File: config.mk
export PLATFORM = sky130hd
export DESIGN_NAME = fetch_unit
export DESIGN_NICKNAME = d
export VERILOG_FILES = /design/src/rtl/fetch_unit_pkg.sv /design/src/rtl/fetch_unit_npc.sv /design/src/rtl/fetch_unit.sv
export SDC_FILE = /design/constraint.sdc
export NUM_CORES = 1
export LEC_CHECK = 0
export CAP_MARGIN = 10
export CORE_MARGIN = 2
export CORE_UTILIZATION = 40
export CTS_BUF_LIST = sky130_fd_sc_hd__clkbuf_4 sky130_fd_sc_hd__clkbuf_8
export DETAILED_ROUTE_END_ITERATION = 10
export PLACE_DENSITY = 0.76
export SYNTH_ARGS = -nofsm -noshare
export SYNTH_HDL_FRONTEND = slang
export SYNTH_SLANG_ARGS = --single-unit
File: constraint.sdc
create_clock -name clk -period 2.5 [get_ports clk]
set_input_delay 0.375 -clock clk [delete_from_list [all_inputs] [get_ports clk]]
set_output_delay 0.375 -clock clk [all_outputs]
set_load 0.01 [all_outputs]
File: src/rtl/fetch_unit_pkg.sv
// Shared encodings for the instruction fetch stage: NPCOp codes, fetch states, trap causes.
package fetch_unit_pkg;

  localparam int unsigned XLEN     = 32;
  localparam int unsigned NPC_OP_W = 3;
  localparam int unsigned WAIT_W   = 8;

  // addi x0,x0,0 presented to decode whenever no fetched instruction is held
  localparam logic [XLEN-1:0] NOP_INST = 32'h0000_0013;

  localparam logic [NPC_OP_W-1:0] NPC_PLUS4  = 3'b000;
  localparam logic [NPC_OP_W-1:0] NPC_BRANCH = 3'b001;
  localparam logic [NPC_OP_W-1:0] NPC_JUMP   = 3'b010;
  localparam logic [NPC_OP_W-1:0] NPC_JALR   = 3'b100;

  typedef enum logic [1:0] {
    ST_IDLE  = 2'b00,
    ST_FETCH = 2'b01,
    ST_HOLD  = 2'b10,
    ST_HALT  = 2'b11
  } fetch_state_e;

  typedef enum logic [1:0] {
    CAUSE_NONE     = 2'b00,
    CAUSE_MISALIGN = 2'b01,
    CAUSE_TIMEOUT  = 2'b10
  } trap_cause_e;

endpackage

File: src/rtl/fetch_unit_npc.sv
// Next-PC target selection; purely combinational.
module fetch_unit_npc
  import fetch_unit_pkg::*;
(
  input  logic [XLEN-1:0]     pc,
  input  logic [NPC_OP_W-1:0] npc_op,
  input  logic [XLEN-1:0]     imm,
  input  logic [XLEN-1:0]     alu_out,
  output logic [XLEN-1:0]     target,
  output logic                misaligned
);

  // Unknown NPCOp encodings fall through to sequential flow; JALR clears bit 0.
  always_comb begin
    target = pc + XLEN'(4);
    case (npc_op)
      NPC_BRANCH, NPC_JUMP: target = pc + imm;
      NPC_JALR:             target = {alu_out[XLEN-1:1], 1'b0};
      default:              target = pc + XLEN'(4);
    endcase
    misaligned = target[1];
  end

endmodule

File: src/rtl/fetch_unit.sv
// Instruction fetch stage: owns the PC, fetches over req/rvalid, holds one instruction for decode.
module fetch_unit
  import fetch_unit_pkg::*;
#(
  parameter logic [XLEN-1:0] RESET_PC       = 32'h0000_0000,
  parameter int unsigned     TIMEOUT_CYCLES = 255
) (
  input  logic                clk,
  input  logic                reset,
  output logic                imem_req,
  output logic [XLEN-1:0]     imem_addr,
  input  logic                imem_rvalid,
  input  logic [XLEN-1:0]     imem_rdata,
  output logic                inst_valid,
  output logic [XLEN-1:0]     inst,
  output logic [XLEN-1:0]     pc,
  output logic [XLEN-1:0]     pc_plus4,
  input  logic                inst_ready,
  input  logic [NPC_OP_W-1:0] npc_op,
  input  logic [XLEN-1:0]     imm,
  input  logic [XLEN-1:0]     alu_out,
  output logic                trap,
  output logic [1:0]          trap_cause,
  output logic [XLEN-1:0]     trap_addr
);

  localparam bit TIMEOUT_EN = (TIMEOUT_CYCLES != 0);
  // Counter value seen in the last permitted waiting cycle
  localparam logic [WAIT_W-1:0] WAIT_LAST =
    WAIT_W'((TIMEOUT_CYCLES == 0) ? 0 : (TIMEOUT_CYCLES - 1));

  fetch_state_e      state;
  logic [WAIT_W-1:0] wait_cnt;
  logic [XLEN-1:0]   target;
  logic              misaligned;

  fetch_unit_npc u_npc (
    .pc        (pc),
    .npc_op    (npc_op),
    .imm       (imm),
    .alu_out   (alu_out),
    .target    (target),
    .misaligned(misaligned)
  );

  // Request and address follow the PC register directly so the address is stable while req is high.
  assign imem_req  = (state == ST_FETCH);
  assign imem_addr = pc;
  assign pc_plus4  = pc + XLEN'(4);

  // Fetch sequencer: IDLE -> FETCH <-> HOLD, any trap parks in HALT until reset.
  always_ff @(posedge clk) begin
    if (reset) begin
      state      <= ST_IDLE;
      pc         <= RESET_PC;
      inst       <= NOP_INST;
      inst_valid <= 1'b0;
      trap       <= 1'b0;
      trap_cause <= CAUSE_NONE;
      trap_addr  <= '0;
      wait_cnt   <= '0;
    end else begin
      case (state)
        // One dead cycle so a response issued before reset is never captured
        ST_IDLE: state <= ST_FETCH;

        ST_FETCH: begin
          if (imem_rvalid) begin
            inst       <= imem_rdata;
            inst_valid <= 1'b1;
            wait_cnt   <= '0;
            state      <= ST_HOLD;
          end else if (TIMEOUT_EN && (wait_cnt == WAIT_LAST)) begin
            trap       <= 1'b1;
            trap_cause <= CAUSE_TIMEOUT;
            trap_addr  <= pc;
            state      <= ST_HALT;
          end else begin
            wait_cnt <= wait_cnt + WAIT_W'(1);
          end
        end

        ST_HOLD: begin
          if (inst_ready) begin
            inst_valid <= 1'b0;
            inst       <= NOP_INST;
            if (misaligned) begin
              trap       <= 1'b1;
              trap_cause <= CAUSE_MISALIGN;
              trap_addr  <= target;
              state      <= ST_HALT;
            end else begin
              pc    <= target;
              state <= ST_FETCH;
            end
          end
        end

        ST_HALT: state <= ST_HALT;

        default: state <= ST_HALT;
      endcase
    end
  end

endmodule
-- After elaboration in Yosys (flattened, before gate mapping)
Cells that the tools add are included.
- bits in registers: 109
- bits in latches: 0
- memory bits (writable): 0
- ROM bits: 0
- bits of input ports: 103
- output and inout port bits: 165
- word-level logic and storage cells: 63
- memories kept: 0
- $add $sub $neg: 3
- $mul: 0
- div/mod/pow operators: 0
- magnitude comparators: 0
- equality and inequality tests: 14
- shift operators: 0
- muxes and demuxes: 29
- bitwise operators: 1
- reductions and logical operators: 8
- operators with widths (kind ; number):
    32-bit 2-to-1 mux ; 6
    32-bit case mux with 2 select lines ; 3
    32-bit by 3-bit adder with 32-bit output (second input constant) ; 1
    32-bit adder ; 1
    2-bit 2-to-1 mux ; 8
    8-bit 2-to-1 mux ; 2
    8-bit by 1-bit adder with 8-bit output (second input constant) ; 1
    8-bit == test (second input constant) ; 1
    2-bit inequality test (second input constant) ; 4
    2-bit case mux with 4 select lines ; 1
    1-bit 2-to-1 mux ; 6
    3-bit AND reduction ; 2
    5-bit AND reduction ; 1
    2-bit == test (second input constant) ; 2
    2-bit by 1-bit inequality test with 1-bit output (second input constant) ; 2
    1-bit case mux with 2 select lines ; 2
    2-bit case mux with 2 select lines ; 1
    2-bit AND reduction ; 2
    3-bit by 1-bit == test with 1-bit output (second input constant) ; 1
    3-bit by 2-bit == test with 1-bit output (second input constant) ; 1
    3-bit == test (second input constant) ; 1
    3-bit by 1-bit inequality test with 1-bit output (second input constant) ; 1
    2-bit by 1-bit == test with 1-bit output (second input constant) ; 1
    2-bit zero test ; 1
    3 further kinds ; 3

-- Depth between registers and ports, before layout
- depth after elaboration: 6
- mapped depth: 10
- gate-level depth less buffers: 10

-- Hierarchy
Synthesis repeated with hierarchy kept, for this count alone.
- cell total of the unflattened synthesis: 1050
- area total of the unflattened synthesis: 8390.5 um^2
- by module, submodules not included (module ; times used ; cells an instance ; area each (um^2) ; sequential area each (um^2)):
    fetch_unit ; 1 ; 638 ; 5496.5 ; 2202.1
    fetch_unit_npc ; 1 ; 412 ; 2894.0 ; 0.0

-- Worst setup path before layout
Ideal clock, no wire load.
- path kind: flip-flop to flip-flop
- start: reg pc[13] (netlist: imem_addr[13])
- end: reg pc[31] (netlist: imem_addr[31])
- library setup time: 0.079 ns
- arrival: 2.585 ns
- data required time: 2.421 ns
- path slack: -0.164 ns
- cell stages (with the launch flop): 11
- buffers on the path: 1
- period minus slack after synthesis: 2.664 ns
- cell sequence: dfxtp_1 ha_1 buf_2 nand4_1 or3_1 or3_1 nor3_2 o21bai_1 or3b_1 and3_1 a211oi_2
- cells in the longest elaborated chain, start to end: 2
- elaborated cells on any way between the ends: 3
- classes of those cells: add/sub (2); mux (1)
- RTL lines (item ; line ; RTL):
    start, declared ; fetch_unit.sv:16 ; output logic [XLEN-1:0] pc,
    start signal, assigned ; fetch_unit.sv:93 ; pc <= target;
    32-bit by 3-bit adder with 32-bit output or 32-bit adder (tied branches) ; fetch_unit_npc.sv:19, fetch_unit_npc.sv:17 ;
    32-bit case mux with 2 select lines * ; fetch_unit_npc.sv:16 ; case (npc_op)
Every way passes the cells marked *; elsewhere a longest branch is shown, timed or not.
A chain may end at the register's enable or synchronous reset.

-- Worst setup path after layout
- start: reg pc[14] (netlist: imem_addr[14])
- end: reg trap_addr[27]
- cells in the longest elaborated chain, start to end: 5
- elaborated cells on any way between the ends: 6
- classes of those cells: add/sub (2); mux (4)
- RTL lines (item ; line ; RTL):
    32-bit by 3-bit adder with 32-bit output or 32-bit adder (tied branches) ; fetch_unit_npc.sv:19, fetch_unit_npc.sv:17 ;
    32-bit case mux with 2 select lines * ; fetch_unit_npc.sv:16 ;
    32-bit 2-to-1 mux * ; fetch_unit.sv:87 ; if (misaligned) begin
    32-bit 2-to-1 mux * ; fetch_unit.sv:84 ; if (inst_ready) begin
    32-bit case mux with 2 select lines * ; fetch_unit.sv:63 ; case (state)
    end signal, assigned ; fetch_unit.sv:76 ; trap_addr <= pc;
    end signal, assigned ; fetch_unit.sv:90 ; trap_addr <= target;
    end, declared ; fetch_unit.sv:24 ; output logic [XLEN-1:0] trap_addr
Every way passes the cells marked *; elsewhere a longest branch is shown, timed or not. The select of a mux whose other input is x is not followed.

==> reports/qor.csv <==
metric,value,unit
result of the run,"complete, but fails checks",
violated checks,setup timing,
initial detailed-routing violation count,863,
Num CTS Buffers,9,
share of power burned in combinational logic,0.584,
Adder-Cell Fraction of Synth Area,0.0648,
xor and xnor area share after synthesis,0.0585,
maximum fanout encountered on the critical timing path,4,
minimum setup slack in the final design,-260,ps
number of antenna-violating nets in the routed design,0,
total design power,8170,uW
vias after detailed routing,9146,
P per Cell Area,645,mW/mm^2
"Min Clock Period, post-route",2760,ps
GR Overflow Total,0,
pin count of the biggest net entering global routing,97,
TritonCTS clock tree,built,
class of the worst hold path,flip-flop to flip-flop,
port bufs,263,
synth top area cells,"dfxtp_1 29%, a21oi_1 7.6%, ha_1 6.5%, nor2_1 5.1%, xnor2_1 4.2%",
cell with the most instances after synthesis,a21oi_1,
"Async S/R FF share, synth",0,
Switching Fraction,0.426,
part of the total power dissipated in sequential elements,0.281,
TritonCTS sink count,108,
Detailed Route WL,31.3,mm
Global Route Usage Sum,0.298,
"post-synthesis share of cell area spent on and, or, nand and nor gates",0.223,
CTS root buffer,clkbuf_8,
area growth from synthesis to layout,72.6,%
netlist area before placement,0.00734,sq mm
number of diodes added for antenna fixing,0,
gp weighted congestion,0.959,
source-to-sink clock delay at the later pin of the worst-skew pair,410,ps
most used standard cells in the synthesized netlist,"112 x a21oi_1, 108 x dfxtp_1, 100 x nor2_1, 75 x nand2_1, 55 x clkbuf_1",
Synth Flop Type,dfxtp_1,
cells traversed along the worst timing path,ha_4 > nand4_1 > or3_4 > or3_4 > nor3_4 > buf_4 > o21ai_2 > a211o_1 > and3_4 > o22ai_1,
multiplexer share of the synthesized area,0.0124,
kind of start point of the critical path,flip-flop,
Site Rows,49,
"synthesized-area fraction occupied by ao, oa, aoi and oai cells",0.263,
net switching power of the design,3480,uW
clk slew on worst S/H paths,110,ps
largest buffer count on any clock path,2,
leakage power of the design,0.00520,uW
first-pass GRT wire length,46.5,mm
hold violation count in the final report,0,
Total Die Area,0.0194,sq mm
number of pins with negative max-slew slack in the final report,0,
synthesized area per cell,7.64,sq um
fraction of layout instances using a drive strength above 1,0.308,
main combinational cell family by area after synthesis,compound AO/OA/AOI/OAI gates,
cell count after synthesis,961,
endpoint class of the critical path,flip-flop,
top cell type by total area after synthesis,dfxtp_1,
path type of the worst setup path,flip-flop to flip-flop,
number of remaining DRC errors,0,
"Period Utilization, post-route",1.10,
"slowest stage cell, crit path",or3_4,
initial antenna violation count,0,
total buffers and inverters traversed by the critical path,1,
number of warning messages in the yosys log,0,
length of the first detailed-routing pass in iterations,6,
maximum ir drop on the vdd rail,0.839,mV
unrepaired setup endpoints after global routing,yes,
die extent in y,139,um
data required time at the worst endpoint,2830,ps
vias in the first global route,8681,
largest incremental delay on the critical path,430,ps
number of I/O pins,268,
effective utilization at floorplan,0.409,
highest clock rate,362,MHz
register bit count reported by yosys,108,
data arrival time at the worst-slack endpoint,3090,ps
Setup Slack @ Placement,-781,ps
Core Area,0.0180,sq mm
NumNets Final,1509,
Die X-Extent,139,um
setup skew after layout,13.4,ps
count of filler cells inserted in the layout,1421,
Avg WL per Cell,19.5,um
Netlist cell types,61,
crit-path leading delay family,simple AND/OR/NAND/NOR gates,
setup-violating endpoint count in the final report,28,
via density per instance,5.71,
Worst path most repeated cell,or3_4,
post-DP HPWL,22.6,mm
share of power burned in the clock network,0.135,
Post-synth EDFFs,0,
number of H-tree levels,3,
max_cap viols,0,
area fraction of the dominant cell type after synthesis,0.295,
proportion of synthesized chip area in sequential cells,0.295,
Pint,4690,uW
==> area by class of cell <==
type                            instances  area [sq um]  share of cell area
Clock buffer                           10           138              0.0109
Timing Repair Buffer                  493          4430               0.350
Inverter                               26          97.6             0.00770
Multi-Input combinational cell        730          5450               0.430
Clock inverter                          6          57.6             0.00454
Sequential cell                       108          2210               0.174
Tap cell                              229           287              0.0226
==> worst min-delay path: cells and delay by family, from the launching register on <==
kind / cells / cell delay (ps)
AOI/OAI and AO/OA: 1 / 50
buffers and inverters: 1 / 50
DFF: 1 / 330
==> timing repair <==
| action | in CTS | in global routing |
|---|---|---|
| setup buffers | 16 | 22 |
| hold buffers | 0 | 0 |
| setup endpoints to repair | 57 | 66 |
| pin swaps | 37 | 67 |
| gates resized for setup | 165 | 124 |
| gates cloned | 0 | 0 |
==> power groups by stage <==
stage               Combinational, uW  Clock (uW)  Sequential, uW
floorplan                        2120           0            2460
global placement                 4410           0            2300
detailed placement               4470           0            2310
CTS                              4570        1120            2290
global route                     5110        1180            2340
finish                           4770        1100            2300
==> final timing paths <==
check / slack (ps) / depth (start not counted) / end / start
hold / removal: 460 / 2 / trap / trap
setup / recovery: -260 / 10 / trap_addr[27] / imem_addr[14]
hold reg to reg: 460 / 2 / trap / trap
setup reg to reg: -260 / 10 / trap_addr[27] / imem_addr[14]
==> state kept, by name, indices dropped and copies added (netlist names) <==
| signal | count |
|---|---|
| inst | 32 |
| imem_addr | 31 |
| trap_addr | 31 |
| wait_cnt | 8 |
| state | 2 |
| trap_cause | 2 |
| inst_valid | 1 |
| trap | 1 |
==> cell usage in the layout, fill, tap and decap left out, types with 11 or more instances in the layout <==
| master | n |
|---|---|
| nor2_1 | 94 |
| nand4_1 | 18 |
| a211oi_1 | 12 |
| xnor2_2 | 15 |
| ha_1 | 19 |
| o21ai_0 | 35 |
| buf_2 | 19 |
| buf_4 | 202 |
| dfxtp_4 | 11 |
| a22oi_1 | 25 |
| nand3_1 | 18 |
| clkdlybuf4s50_1 | 227 |
| buf_6 | 21 |
| nor3b_1 | 30 |
| xnor2_1 | 19 |
| ha_4 | 17 |
| dfxtp_1 | 92 |
| a21oi_2 | 16 |
| nor3_1 | 18 |
| a22o_1 | 12 |
| nand2_1 | 67 |
| a21oi_1 | 95 |
| a222oi_1 | 15 |
| inv_1 | 26 |
==> metrics by stage <==
step	hold slack, ps	instance area [sq um]	setup TNS [ps]	instances	util
after global routing	479	12700	-5590	1602	0.705
after CTS	462	12000	-1020	1583	0.670
after floorplan	436	7500	-123	963	-
after global placement	433	11400	-23380	1551	0.636
after detailed placement	440	11400	-25420	1551	0.636
final	460	12700	-2380	1602	0.705
==> cell families (layout without fill, tap and decap cells) <==
logic type | after synthesis | count (layout)
adders and majority gates | 38 | 38
muxes | 9 | 9
AOI/OAI and AO/OA | 299 | 299
and+or+nand+nor | 332 | 332
buffers and inverters | 125 | 535
xor gates and xnor gates | 49 | 49
DFF | 108 | 108
other | 1 | 3
==> per-layer routing <==
layer / GRT usage / wire (um) / up-vias
li1: - / - / 4259
met1: 0.379 / 12600 / 4352
met2: 0.502 / 15000 / 470
met3: 0.0730 / 2780 / 65
met4: 0.0835 / 934 / 0
met5: 0 / 0 / -
No activity file was read; power rests on OpenSTA's default activity.
